`src/rtl/logic_pkg.sv`:
```
// Shared encodings for the bitwise reduction block: operation select and FSM states.
package logic_pkg;

  typedef enum logic [1:0] {
    OP_OR  = 2'b00,
    OP_AND = 2'b01,
    OP_XOR = 2'b10,
    OP_NOR = 2'b11
  } op_t;

  typedef enum logic [1:0] {
    IDLE  = 2'b00,
    ACCUM = 2'b01,
    HOLD  = 2'b10
  } state_t;

endpackage

```
`src/rtl/bitwise_op.sv`:
```
// Combinational two-operand bitwise gate, WIDTH-parametrised successor of the 16-bit gate blocks.
module bitwise_op
  import logic_pkg::*;
#(
  parameter int WIDTH = 16
) (
  input  logic [WIDTH-1:0] a,
  input  logic [WIDTH-1:0] b,
  input  op_t              op,
  output logic [WIDTH-1:0] y
);

  always_comb begin
    y = '0;
    case (op)
      OP_OR:   y = a | b;
      OP_AND:  y = a & b;
      OP_XOR:  y = a ^ b;
      OP_NOR:  y = ~(a | b);
      default: y = '0;
    endcase
  end

endmodule

```
`src/rtl/logic_accum.sv`:
```
// Folds a valid/ready burst of words into one word with OR/AND/XOR/NOR and presents the
// registered result with its word count and a force-close overflow flag.
module logic_accum
  import logic_pkg::*;
#(
  parameter int WIDTH     = 16,
  parameter int MAX_WORDS = 8
) (
  input  logic                             clk,
  input  logic                             reset,
  input  logic [1:0]                       op,
  input  logic                             in_valid,
  output logic                             in_ready,
  input  logic [WIDTH-1:0]                 in_data,
  input  logic                             in_last,
  output logic                             out_valid,
  input  logic                             out_ready,
  output logic [WIDTH-1:0]                 out_data,
  output logic [$clog2(MAX_WORDS+1)-1:0]   out_count,
  output logic                             out_overflow
);

  localparam int CW = $clog2(MAX_WORDS + 1);
  localparam logic [CW-1:0] MAX_C = CW'(MAX_WORDS);
  localparam logic [CW-1:0] ONE_C = CW'(1);

  state_t           state, next_state;
  logic             alive;
  op_t              op_q, fold_op, word_op;
  logic [WIDTH-1:0] acc, fold, word_acc, result;
  logic [CW-1:0]    cnt, cnt_next;
  logic             first, accept, close_burst, take;

  // alive keeps in_ready low until the first edge after reset release
  assign in_ready  = alive && (state != HOLD);
  assign out_valid = (state == HOLD);
  assign accept    = in_valid && in_ready;
  assign take      = (state == HOLD) && out_ready;
  assign first     = (state == IDLE);

  // NOR folds as OR; the single inversion happens when the result is captured
  assign fold_op  = (op_q == OP_NOR) ? OP_OR : op_q;

  bitwise_op #(.WIDTH(WIDTH)) u_fold (
    .a  (acc),
    .b  (in_data),
    .op (fold_op),
    .y  (fold)
  );

  assign word_acc    = first ? in_data : fold;
  assign word_op     = first ? op_t'(op) : op_q;
  assign cnt_next    = first ? ONE_C : cnt + ONE_C;
  assign close_burst = accept && (in_last || (cnt_next == MAX_C));
  assign result      = (word_op == OP_NOR) ? ~word_acc : word_acc;

  always_ff @(posedge clk or posedge reset) begin
    if (reset) begin
      state <= IDLE;
      alive <= 1'b0;
    end else begin
      state <= next_state;
      alive <= 1'b1;
    end
  end

  always_comb begin
    next_state = state;
    case (state)
      IDLE: begin
        if (close_burst)  next_state = HOLD;
        else if (accept)  next_state = ACCUM;
      end
      ACCUM: begin
        if (close_burst)  next_state = HOLD;
      end
      HOLD: begin
        if (out_ready)    next_state = IDLE;
      end
      default:            next_state = IDLE;
    endcase
  end

  always_ff @(posedge clk or posedge reset) begin
    if (reset) begin
      acc          <= '0;
      cnt          <= '0;
      op_q         <= OP_OR;
      out_data     <= '0;
      out_count    <= '0;
      out_overflow <= 1'b0;
    end else begin
      if (accept) begin
        acc <= word_acc;
        cnt <= cnt_next;
        if (first) op_q <= word_op;
      end
      if (close_burst) begin
        out_data     <= result;
        out_count    <= cnt_next;
        out_overflow <= !in_last;
      end else if (take) begin
        out_overflow <= 1'b0;
      end
    end
  end

endmodule
```
`config.mk`:
```
export PLATFORM = sky130hd
export DESIGN_NAME = logic_accum
export DESIGN_NICKNAME = d
export VERILOG_FILES = /design/src/rtl/logic_pkg.sv /design/src/rtl/bitwise_op.sv /design/src/rtl/logic_accum.sv
export SDC_FILE = /design/constraint.sdc
export NUM_CORES = 1
export LEC_CHECK = 0
export CAP_MARGIN = 20
export CELL_PAD_IN_SITES_DETAIL_PLACEMENT = 0
export CELL_PAD_IN_SITES_GLOBAL_PLACEMENT = 1
export CORE_MARGIN = 2
export CORE_UTILIZATION = 35
export CTS_CLUSTER_DIAMETER = 30
export DETAILED_ROUTE_END_ITERATION = 16
export GPL_TIMING_DRIVEN = 0
export PLACE_DENSITY_LB_ADDON = 0.1
export SLEW_MARGIN = 25
export SYNTH_ARGS = -nofsm -noshare
export SYNTH_HDL_FRONTEND = slang
export SYNTH_SLANG_ARGS = --single-unit
```
`constraint.sdc`:
```
create_clock -name clk -period 1.9 [get_ports clk]
set_input_delay 0.38 -clock clk [delete_from_list [all_inputs] [get_ports clk]]
set_output_delay 0.38 -clock clk [all_outputs]
set_load 0.05 [all_outputs]
```
==> out/qor.txt <==
Final Hold Vio Count -> 0
placed cells -> 467
R2R depth -> 8
Ports -> 46
DR vias/cell -> 5.06
critical path startpoint -> op_q[0]$_DFFE_PP0P_
sequential share of the synthesized area -> 36.0%
share of cells above drive strength 1 -> 26.9%
worst min-delay path class -> input pin to async pin
Syn Area/Cell -> 10.2 sq um
DIE AREA -> 9910 sq um
cts bufs inserted -> 5
# fillers -> 866
die height -> 99.6 microns
vias -> 2539
Yosys reg bits -> 46
Clock Latency Late Sink -> 320 ps
final worst path period need -> 2050 ps
router iterations before antenna repair -> 4
largest net degree at the start of global routing -> 47
CTS H-tree depth -> 2
gpl congestion -> 0.743
clock skew -> 18.1 ps
I/O Buffers -> 45
Slowest-stage cell, CP -> dfrtp_1
initial core utilization -> 36.3%
slowest stage delay, CP -> 430 ps
critical path's top delay family -> compound AO/OA/AOI/OAI gates
CP Class -> flop to flop
grt ovf -> 0
Startpoint Class -> flop
Slew @ Worst Pin -> 637 ps
unrepaired setup endpoints after global routing -> yes
Post-route DRC -> 0
clock transition at the registers of the reported paths -> 100 ps
Yosys cell types -> 32
DP HPWL -> 5350 microns
Yosys Warn Count -> 0
final hold slack -> 492 ps
CTS tree -> done
Syn Nets -> 374
fin crit share -> 108%
TritonCTS Sinks -> 46
dpl cell area -> 3820 sq um
total track usage -> 17.1%
row count -> 34
most common cell in the netlist -> dfrtp_1
final worst setup slack -> -147 ps
status -> finished with violations
failing checks -> setup timing
WP depth -> 8
core footprint -> 8810 sq um
antenna violation net count after detailed routing -> 0
Synth top cells by count -> dfrtp_1, ha_1, inv_1, nand2_1, o21ai_0
Buf/Inv on CP -> 2
Synth top area share -> 36.0%
clk buf depth -> 2
fmax -> 489 MHz
Die Span X -> 99.6 microns
Final Setup Violations -> 16
Slew headroom -> 57.5%
first-pass GRT wire length -> 13300 microns
crit-path cells -> buf_6 > ha_4 > and2_4 > buf_6 > a211o_1 > a22oi_2 > xnor2_1 > mux2_4
vias in the first global route -> 2559
Post-synth EDFFs -> 0
Synth Instances -> 314
Max rail drop VDD -> 0.000680 V
Max-Cap Viols -> 0
Nets -> 453
Async SR Flop Fraction -> 100%
mapped cell area -> 3200 sq um
total power density per cell area -> 1530 nW/um^2
CP Capture Type -> flop
Iter 0 DRT Violations -> 62
P&R area growth vs syn -> 35.2%
crit path DAT -> 2250 ps
Finished Layout Cells -> 502
top cells by area, synth -> dfrtp_1, ha_1, a22oi_2, mux2_2, xnor2_1
clock root buffer -> clkbuf_8
fin area -> 4320 sq um
Worst Setup EP -> out_data[14]$_DFFE_PP0P_
Hold-fix buffers, CTS -> 0
Yosys top cell by area -> dfrtp_1
initial antenna violation count -> 0
setup slack, reg-to-reg -> -150 ps
Required @ worst endpoint -> 2100 ps
Ant. Diodes -> 0
Critical Path Most Common Cell -> buf_6
leakage -> 2.12 nW
drt total wl -> 8160 microns
crit path max fanout -> 5
Wirelength per Cell -> 16.3 microns
Fin Setup TNS -> -1080 ps
Final Slew Violations -> 0
reg2reg start -> op_q[0]$_DFFE_PP0P_
FF-to-FF End -> out_data[14]$_DFFE_PP0P_
top_reg_cell synth -> dfrtp_1
==> per-layer routing <==
| layer | part of all wire [%] | GRT usage, % | vias to the layer above | wire length, microns |
|---|---|---|---|---|
| met2 | 49 | 29.5 | 41 | 3990 |
| met3 | 2.8 | 2.60 | 5 | 227 |
| met5 | 0 | 0 | - | 0 |
| met1 | 48 | 22.7 | 1242 | 3880 |
| met4 | 0.72 | 3.79 | 0 | 59 |
| li1 | - | - | 1251 | - |
==> placed cells by master (no fill, tap or decap), drive strengths merged <==
master | synthesis | layout
conb | 1 | 1
a21oi | 18 | 18
nand3 | 5 | 5
buf | 11 | 41
clkbuf | 8 | 13
mux2 | 19 | 19
nor3b | 1 | 1
inv | 36 | 36
ha | 37 | 37
nand2 | 26 | 26
a32oi | 1 | 1
o21bai | 1 | 1
xnor2 | 18 | 18
o21ai | 23 | 23
a211o | 16 | 16
o31ai | 2 | 2
clkdlybuf4s50 | 0 | 18
or2 | 1 | 1
o22ai | 1 | 1
nor3 | 1 | 1
nand4 | 1 | 1
a22o | 16 | 16
a22oi | 16 | 16
dlygate4sd2 | 0 | 16
nor2 | 5 | 5
nand2b | 1 | 1
dlymetal6s2s | 0 | 9
dfrtp | 46 | 46
clkinv | 0 | 2
and2 | 3 | 3
==> cell families after synthesis <==
group	synth area share, %
buffers and inverters	8.02
adders and majority gates	14.5
other	0.117
muxes	6.93
AOI/OAI and AO/OA	23.1
xor gates and xnor gates	4.93
DFF	36.0
and+or+nand+nor	6.46
==> sequential cells by signal, indices dropped and copies added (netlist names) <==
signal	cells
acc	16
out_data	16
cnt	4
out_count	4
op_q	2
state	2
alive	1
out_overflow	1
==> layout make-up <==
class | instances | area, sq um | area share (%)
Multi-Input combinational cell | 213 | 1890 | 43.8
Timing Repair Buffer | 75 | 769 | 17.8
Inverter | 36 | 145 | 3.36
Clock inverter | 2 | 13.8 | 0.318
Buffer | 16 | 140 | 3.24
Clock buffer | 6 | 72.6 | 1.68
Sequential cell | 46 | 1150 | 26.7
Tap cell | 108 | 135 | 3.13
==> worst reg2reg max path, stage by stage (launching register included) <==
cell and delay [ps]:
dfrtp_1 430, buf_6 140, ha_4 140, and2_4 200, buf_6 130, a211o_1 300
a22oi_2 210, xnor2_1 140, mux2_4 270
==> how the worst min path moves through the flow <==
stage / slack (ps) / cells past startpoint / from / endpoint
5_1_grt: 520 / 1 / out_data[10]$_DFFE_PP0P_ / out_data[10]$_DFFE_PP0P_
2_1_floorplan: 470 / 2 / cnt[3]$_DFFE_PP0P_ / cnt[3]$_DFFE_PP0P_
3_5_place_dp: 490 / 1 / out_data[4]$_DFFE_PP0P_ / out_data[4]$_DFFE_PP0P_
3_3_place_gp: 490 / 2 / acc[2]$_DFFE_PP0P_ / acc[2]$_DFFE_PP0P_
6_report: 490 / 2 / reset / out_data[1]$_DFFE_PP0P_
4_1_cts: 510 / 1 / out_data[10]$_DFFE_PP0P_ / out_data[10]$_DFFE_PP0P_
==> report_power, final <==
part / total, mW / switching (mW) / internal (mW)
sequential: 1.64 / 0.263 / 1.38
combinational: 4.33 / 2.28 / 2.04
clock: 0.642 / 0.380 / 0.261
total: 6.61 / 2.93 / 3.68
==> what timing repair did <==
item / in CTS / in global routing
cloned: 3 / 0
resized for setup: 53 / 37
pin swaps: 32 / 46
setup endpoints to repair: 38 / 28
setup buffers: 16 / 12
==> through the flow <==
step / util [%] / worst slack (ps) / total power, mW
6_report: 49.1 / -147 / 6.61
2_1_floorplan: - / -35.4 / 4.37
3_5_place_dp: 43.4 / -579 / 5.36
4_1_cts: 47.0 / -117 / 6.44
5_1_grt: 49.1 / -191 / 7.09
3_3_place_gp: 43.4 / -742 / 5.31
Note: power is estimated with default switching activity, not from simulation.
